**src/rtl/rr_arbiter4.sv**
```systemverilog
// Four-way round-robin arbiter with hold-until-release grants and a bounded hold time.
// A holder is revoked after MAX_HOLD grant cycles only if another requester is waiting.
module rr_arbiter4 #(
    parameter int MAX_HOLD = 8
) (
    input  logic       clk,
    input  logic       rst,
    input  logic [3:0] req,
    output logic [3:0] gnt,
    output logic [1:0] gnt_idx,
    output logic       gnt_valid
);

    typedef enum logic {
        ST_IDLE  = 1'b0,
        ST_GRANT = 1'b1
    } state_t;

    localparam logic [7:0] HOLD_LAST = 8'(MAX_HOLD - 1);

    state_t     r_state;
    logic [1:0] r_ptr;
    logic [7:0] r_hcnt;
    logic [3:0] r_gnt;
    logic [1:0] r_idx;
    logic       r_valid;

    logic [3:0] w_rot;
    logic [1:0] w_off;
    logic [1:0] w_sel;
    logic       w_any;
    logic [3:0] w_holder_mask;
    logic       w_others;
    logic       w_hold;
    logic       w_timeout;

    // Requests rotated so that bit 0 is the current highest-priority requester.
    genvar gi;
    generate
        for (gi = 0; gi < 4; gi++) begin : g_rot
            assign w_rot[gi] = req[2'(r_ptr + 2'(gi))];
        end
    endgenerate

    always_comb begin
        w_off = 2'd0;
        for (int k = 3; k >= 0; k--) begin
            if (w_rot[k]) begin
                w_off = 2'(k);
            end
        end
    end

    assign w_sel         = r_ptr + w_off;
    assign w_any         = |req;
    assign w_holder_mask = 4'b0001 << r_idx;
    assign w_others      = |(req & ~w_holder_mask);
    assign w_hold        = req[r_idx];
    assign w_timeout     = (r_hcnt == HOLD_LAST) && w_others;

    always_ff @(posedge clk) begin
        if (rst) begin
            r_state <= ST_IDLE;
            r_ptr   <= 2'd0;
            r_hcnt  <= 8'd0;
            r_gnt   <= 4'b0000;
            r_idx   <= 2'd0;
            r_valid <= 1'b0;
        end else begin
            case (r_state)
                ST_IDLE: begin
                    if (w_any) begin
                        r_state <= ST_GRANT;
                        r_idx   <= w_sel;
                        r_gnt   <= 4'b0001 << w_sel;
                        r_valid <= 1'b1;
                        r_ptr   <= w_sel + 2'd1;
                        r_hcnt  <= 8'd0;
                    end
                end
                ST_GRANT: begin
                    // Release and timeout both end in the same dead cycle.
                    if (!w_hold || w_timeout) begin
                        r_state <= ST_IDLE;
                        r_gnt   <= 4'b0000;
                        r_valid <= 1'b0;
                    end else if (r_hcnt != HOLD_LAST) begin
                        r_hcnt <= r_hcnt + 8'd1;
                    end
                end
                default: begin
                    r_state <= ST_IDLE;
                    r_gnt   <= 4'b0000;
                    r_valid <= 1'b0;
                end
            endcase
        end
    end

    assign gnt       = r_gnt;
    assign gnt_idx   = r_idx;
    assign gnt_valid = r_valid;

endmodule

```
**config.mk**
```make
export PLATFORM = sky130hd
export DESIGN_NAME = rr_arbiter4
export DESIGN_NICKNAME = d
export VERILOG_FILES = /design/src/rtl/rr_arbiter4.sv
export SDC_FILE = /design/constraint.sdc
export NUM_CORES = 1
export LEC_CHECK = 0
export BUFFER_PORTS_ARGS = -buffer_cell sky130_fd_sc_hd__buf_2
export CORE_MARGIN = 4
export CORE_UTILIZATION = 40
export CTS_CLUSTER_SIZE = 24
export DETAILED_ROUTE_END_ITERATION = 12
export SYNTH_ARGS = -nofsm -noshare
export SYNTH_HDL_FRONTEND = slang
export SYNTH_SLANG_ARGS = --single-unit
```
**constraint.sdc**
```tcl
create_clock -name clk -period 3.8 [get_ports clk]
set_input_delay 0.76 -clock clk [delete_from_list [all_inputs] [get_ports clk]]
set_output_delay 0.76 -clock clk [all_outputs]
set_load 0.1 [all_outputs]
```
# Yosys cells after proc, flatten, opt, wreduce, memory -nomap -nowiden
# Index checks and enable logic that the tools add are counted.
# Widths: inputs -> output; s select.
[totals]
ff_bits = 18
latch_bits = 0
ram_bits = 0
mem_bits_ro = 0
in_bits = 6
out_inout_bits = 7
n_memories = 0
[op_classes]
addsub = 6
n_mul = 0
div = 0
magnitude_cmp = 5
eq_ne = 6
shift = 2
n_mux = 27
bitwise_logic = 3
reduce_logical = 8
[op_table]
columns = ["operator", "count"]
rows = [
  ["$mux 8", 3],
  ["$pmux 8 s2", 1],
  ["$lt 2x3->1 const B", 5],
  ["$bmux 1 s2", 5],
  ["$mux 1", 9],
  ["$add 8x1->8 const B", 1],
  ["$eq 8x3->1 const B", 1],
  ["$mux 2", 4],
  ["$mux 4", 2],
  ["$ne 8x3->1 const B", 1],
  ["$pmux 4 s2", 1],
  ["$reduce_or 4->1", 2],
  ["$shl 1x2->4 const A", 2],
  ["$add 2x1->2 const B", 2],
  ["$add 2x2->2 const B", 2],
  ["$and 4x4->4", 1],
  ["$ne 2x1->1 const B", 2],
  ["$ne 2x2->1 const B", 2],
  ["$not 4->4", 1],
  ["$pmux 1 s2", 2],
  ["$reduce_and 2->1", 2],
  ["$reduce_and 3->1", 1],
  ["$add 2x2->2", 1],
  ["$logic_and 1x1->1", 1],
  ["3 further kinds", 3],
]

# Longest topological paths before layout
# Gate-level depths: netlist of run 1.
[depth]
ltp_word = 11
mapped_depth = 11
ltp_nobuf = 10

# Worst setup path before layout of run 1
# OpenSTA, ideal clock, no wires.
[synth_timing]
path_kind = "input port to flip-flop"
startpoint = "input port req[0]"
endpoint = "register r_ptr[1]"
setup_time_ns = 0.121
t_arrival_ns = 2.739
setup_slack_ns = 0.941
cell_stages = 8
cell_sequence = "buf_2 -> or4_1 -> o2111ai_1 -> ha_1 -> xor2_1 -> or3_1 -> mux2i_1 -> mux2_2"
[synth_via]
elab_chain_len = 8
elab_cells_between_ends = 16
classes_between = "2 x add/sub; 12 x mux; 2 x reduce/logical"
[synth_lines]
columns = ["item", "line", "rtl"]
rows = [
  ["start: declaration", "8", "input logic [3:0] req,"],
  ["$bmux 1 s2", "41", "assign w_rot[gi] = req[2'(r_ptr + 2'(gi))];"],
  ["$mux 1 (not written as such)", "41", ""],
  ["$mux 2 (3 in series)", "48", "if (w_rot[k]) begin"],
  ["$mux 2 (*)", "48", ""],
  ["$add 2x2->2 (*)", "54", "assign w_sel = r_ptr + w_off;"],
  ["named net w_sel[0]", "30", "logic [1:0] w_sel;"],
  ["$add 2x1->2 (*)", "77", "r_ptr <= w_sel + 2'd1;"],
  ["end signal: assignment", "77", ""],
  ["end: declaration", "22", "logic [1:0] r_ptr;"],
]
# Mark *: on every way through the listed nets, which the timed path passes. The rest lies on a longest branch. The select of a mux whose other input is x is not followed.
# A chain may end at the register's enable or synchronous reset.

# Worst setup path in the final report of run 1
# Ends and elaborated chain as after synthesis.

==> impl_metrics.yaml, run 1 <==
synthesis:
  synth_fp_nets: 146
  synth_flop_cell: "dfxtp_1"
  synth_area_leaders: "dfxtp_1 31%, nor2_1 5.9%, mux2i_1 5.2%"
  ys_warn_count: 0
  synth_common_cells: "18 x dfxtp_1, 18 x nor2_1, 10 x a21oi_1, 10 x nand2_1"
  async_reset_ff_share_pct: 0
  ys_types: 46
  netlist_area_um2: 1147
  avgSynthCellArea_um2: 8.314
  synth_edf_count: 0
  synth-seq-cells: 18
  synth.top_cell.area_share_pct: 31.41
  yosysSeqAreaShare_pct: 31.41
  synth_cells: 138
  synth_top_cell_by_area: "dfxtp_1"
placement:
  portBuffers: 12
  place_congestion: 0.7687
  place_ws_ns: 0.8122
  dp_hpwl_um: 1798
finish:
  finalNetCount: 155
  antenna_cells: 0
  drive_gt1_share_pct: 17.81
  fillers: 278
  areaGrowthSynthToFinish_pct: 7.743
power:
  power.net_switching_mw: 0.3323
  ir_drop_mv: 0.3587
  totalPowerFinal_mw: 0.7183
  p_int_mw: 0.3860
  p_seq_share_pct: 35.8
  p_per_area_nw_per_um2: 581.0
  power_frac_comb_pct: 47.6
  switching_share_pct: 46.26
  pwr-share-clk_pct: 16.6
  leakage_nw: 0.4556
routing:
  via_per_inst: 5.667
  routed_wl_um: 2367
  wl_per_cell_um: 13.37
  vias: 1003
  ant_nets: 0
  drt_first_pass_iters: 5
  drc: 0
  drtIter0Drc: 23
global_routing:
  grtUsageTotal_pct: 14.41
  grt_pass1_wl_um: 4105
  overflow: 0
  grt_pass1_vias: 918
  grt_max_degree: 16
  antenna_found_initial: 0
floorplanning:
  die_w_um: 61.56
  die_y_um: 61.56
  core_um2: 2758
  num_rows: 19
  die_area_um2: 3789
  start_util_pct: 41.61
  pin_count: 13
setup_path:
  critPathCapture: "r_ptr[1]"
  reg2reg_slack_ns: 1.26
  cp.arrival_ns: 2.85
  path_class: "primary input to register"
  endpoint_kind: "register"
  r2r_end: "r_ptr[1]"
  r2r-start: "r_ptr[0]"
  crit_required_ns: 3.99
  startpoint_type: "primary input"
  cp_max_fo: 13
  reg2reg_depth: 7
  startpoint: "req[0]"
timing:
  max-slew-margin-rel_pct: 65.60
  hold_ws_ns: 0.4863
  fmax_mhz: 375.8
  fin_crit_ns: 2.661
  min_period_over_period_pct: 70.03
  finalSetupViolCount: 0
  rsz0062_at_grt: "false"
  setup_ws_ns: 1.139
  hold_viol: 0
  setup-tns-final_ns: 0
  finalMaxSlewViolations: 0
  worst_pin_slew_ns: 0.5113
  final.setup_skew_ns: 0.001769
clocking:
  postCtsSetupBuffers: 0
  cts_root_buf: "clkbuf_4"
  cts_hold_buf: 0
  ctsResizeCount: 0
  clk_latency_ns: 0.29
  cts_buffers: 3
  clkSinkCount: 18
  clockBufferDepth: 2
  h-tree-depth: 1
  tritoncts: "built"
  clk_pin_slew_ns: 0.11
hold_path:
  hold_path_class: "register to register"
status:
  status: "finished, final reports clean"
run:
  max-cap-violations: 0
cells in the final DEF, fill, tap and decap left out, types with 3 or more instances in the layout:
cell / n
nor2_1: 18
dfxtp_1: 18
buf_2: 12
nand2_1: 10
a21oi_1: 10
mux2i_1: 6
o21ai_0: 6
nor3b_1: 5
xor2_1: 4
inv_1: 3
nor3_1: 3
or2_2: 3
nand2b_1: 3
xnor2_1: 3
a32oi_1: 3
clkbuf_4: 3
worst min path at each step:
stage | slack [ns] | cells past startpoint | endpoint | startpoint
finish | 0.49 | 2 | gnt[2] | gnt[2]
global route | 0.52 | 2 | gnt[2] | gnt[2]
CTS | 0.49 | 2 | gnt[2] | gnt[2]
detailed placement | 0.47 | 2 | gnt[2] | gnt[2]
global placement | 0.47 | 2 | gnt[3] | gnt[3]
floorplan | 0.47 | 2 | r_hcnt[4] | r_hcnt[4]
cell type report:
type                            count  area [um2]  share of cell area, %
Sequential cell                    18       360.3                  29.15
Multi-Input combinational cell    109       729.5                  59.01
Tap cell                           31       38.79                  3.138
Clock buffer                        4       36.28                  2.935
Timing Repair Buffer               12       60.06                  4.858
Inverter                            3       11.26                 0.9109
stage by stage:
stage | instances | util (%) | instance area, um2
final | 177 | 44.83 | 1236
after floorplan | 138 | - | 1147
after CTS | 177 | 44.83 | 1236
after detailed placement | 173 | 43.51 | 1200
after global placement | 173 | 43.51 | 1200
after global routing | 177 | 44.83 | 1236
critical path, stage by stage:
cell and delay (ns):
buf_2 0.17, or4_1 0.51, o2111ai_1 0.10, ha_1 0.33, xor2_1 0.19, or3_1 0.31
mux2i_1 0.14, mux2_2 0.34
cells by family (layout without fill, tap and decap cells):
group           Yosys count  count (layout)  synth area share, %
simple gates             59              59                28.14
compound gates           32              32                18.76
flops                    18              18                31.41
buf+inv                  11              19                5.017
mux                       9               9                9.160
xor+xnor                  7               7                5.344
fa+ha+maj                 2               2                2.181
state kept, by name, indices dropped and copies added, names as in the netlist:
| name | flops |
|---|---|
| gnt | 4 |
| gnt_valid | 1 |
| gnt_idx | 2 |
| r_ptr | 2 |
| r_hcnt | 8 |
| r_state | 1 |
power groups by stage:
stage                     clock, mW  combinational (mW)  sequential, mW
after global placement            0               0.338           0.259
after global routing          0.128               0.371           0.264
final                         0.119               0.342           0.257
after floorplan                   0               0.197           0.358
after detailed placement          0               0.343           0.261
after CTS                     0.122               0.344           0.256
routing by layer:
layer	track usage (%)	part of all wire, %	vias to the layer above
met5	0	0	-
met4	5.152	0.72	0
met3	3.145	3.2	2
met2	22.57	47	16
met1	19.42	49	464
li1	-	-	521
(Power assumes the default switching activity.)
==> run 2: changes to the inputs <==
- clock period: 3.8 -> 2.2 ns (I/O delays scaled with it)
==> run 2 against run 1 <==
Against the previous run: the flow now finishes with violations (setup timing); largest power group unchanged; count of clock-buffer cells in the layout stayed put; critical endpoint unchanged; combinational power increased by 100%; critical path depth down 1; sequential share of layout area decreased by 2.7 points; first-iteration DRC count is 140% higher; core utilization up 5.0 points; critical path type is now register to register; sequential power increased by 64%; setup slack worse by 1.2 ns.
==> impl_metrics.yaml, run 2 (synthesized netlist as in run 1, its figures left out) <==
timing:
  fmax_mhz: 442.9
  fin_crit_ns: 2.258
  min_period_over_period_pct: 102.6
  finalMaxSlewViolations: 0
  worst_pin_slew_ns: 0.4917
  final.setup_skew_ns: 0.004095
  hold_viol: 0
  rsz0062_at_grt: "true"
  max-slew-margin-rel_pct: 67.45
  setup_ws_ns: -0.05792
  finalSetupViolCount: 1
routing:
  drtIter0Drc: 55
  via_per_inst: 5.508
  wl_per_cell_um: 12.93
  drc: 0
  routed_wl_um: 2495
  drt_first_pass_iters: 4
  vias: 1063
  ant_nets: 0
finish:
  fillers: 272
  finalNetCount: 171
  drive_gt1_share_pct: 29.01
  multiInputGateArea_um2: 744.5
  largest_register_ffs: 8
  final_cell_mix: "18 x nor2_1, 16 x dfxtp_1, 16 x buf_4, 12 x buf_2"
  regMostFlops: "r_hcnt"
  final_common_cell: "nor2_1"
  areaGrowthSynthToFinish_pct: 19.74
  antenna_cells: 0
  final_util_pct: 49.82
  regArea_um2: 362.8
setup_path:
  reg2reg_slack_ns: -0.06
  cp.depth: 7
  r2r_end: "r_ptr[1]"
  path_class: "register to register"
  cp.arrival_ns: 2.45
  slowest_stage: "or4_4"
  crit_required_ns: 2.39
  startpoint_type: "register"
  critPathCapture: "r_ptr[1]"
  cp_max_fo: 4
  endpoint_kind: "register"
  startpoint: "r_ptr[0]"
  cp_num_buf_inv: 0
  crit_family: "simple AND/OR/NAND/NOR gates"
  cpPeakStageDelay_ns: 0.51
  reg2reg_depth: 7
  crit_chain: "or4_4 > o2111ai_2 > ha_1 > xor2_1 > or3_1 > mux2i_1 > mux2_2"
  r2r-start: "r_ptr[0]"
power:
  p_seq_share_pct: 31.9
  power_frac_comb_pct: 52.6
  totalPowerFinal_mw: 1.321
  p_int_mw: 0.7291
  p_per_area_nw_per_um2: 961.7
  power.net_switching_mw: 0.5921
  leakage_nw: 0.5420
  switching_share_pct: 44.82
  ir_drop_mv: 0.8108
  pwr-share-clk_pct: 15.5
global_routing:
  grt_max_degree: 15
  overflow: 0
  grt_pass1_wl_um: 4457
  antenna_found_initial: 0
  grt_pass1_vias: 1014
  grtUsageTotal_pct: 15.29
clocking:
  h-tree-depth: 1
  cts_buffers: 3
  clockBufferDepth: 2
  clkSinkCount: 18
  clk_pin_slew_ns: 0.11
  cts_root_buf: "clkbuf_4"
  clk_latency_ns: 0.29
  tritoncts: "built"
floorplanning:
  core_um2: 2758
  die_area_um2: 3789
  num_rows: 19
  start_util_pct: 41.61
  die_w_um: 61.56
  die_y_um: 61.56
  pin_count: 13
placement:
  portBuffers: 12
  dp_hpwl_um: 1903
  place_congestion: 0.7631
hold_path:
  hold_path_class: "primary input to register"
status:
  status: "finished with violations"
  violations: "setup timing"
run:
  max-cap-violations: 0
[run 2: how the worst min path moves through the flow]
stage / startpoint / end / slack (ns) / cells past startpoint
after global placement: gnt_valid / gnt_valid / 0.46 / 2
after CTS: rst / r_ptr[0] / 0.47 / 2
after detailed placement: gnt[3] / gnt[3] / 0.47 / 2
after global routing: rst / r_ptr[0] / 0.47 / 2
final: rst / r_ptr[0] / 0.47 / 2
after floorplan: r_hcnt[4] / r_hcnt[4] / 0.47 / 2
[run 2: area by class of cell]
cell class	count	area share, %
multi-input cells	109	54.19
flip-flops and latches	18	26.41
repair buffers	28	13.11
well taps	31	2.823
clock buffers	4	2.641
inverters	3	0.8197
[run 2: repair_timing]
item	in CTS	in global routing
resized for setup	1	3
endpoints found under the setup margin	1	1
setup buffers	0	0
hold buffers	0	0
pin swaps	2	1
[run 2: metal layers]
layer	GRT usage [%]	wire, um
met1	19.85	1178
met2	25.56	1259
met4	2.424	9
met5	0	0
met3	4.403	48
[run 2: through the flow]
stage	instance area (um2)	setup TNS (ns)	std cells	hold WS, ns	setup WS (ns)
floorplan	1151	-0.3166	138	0.4668	-0.3166
global placement	1321	-0.2924	189	0.4598	-0.2924
detailed placement	1321	-0.2798	189	0.4675	-0.2798
CTS	1359	-0.08128	193	0.4669	-0.08128
global route	1374	-0.1523	193	0.4734	-0.1523
finish	1374	-0.05792	193	0.4723	-0.05792
[run 2: power groups by stage]
stage / clock, mW / sequential (mW) / combinational, mW
2_1_floorplan: 0 / 0.619 / 0.340
3_3_place_gp: 0 / 0.424 / 0.679
3_5_place_dp: 0 / 0.425 / 0.689
4_1_cts: 0.209 / 0.419 / 0.690
5_1_grt: 0.230 / 0.428 / 0.756
6_report: 0.205 / 0.421 / 0.695
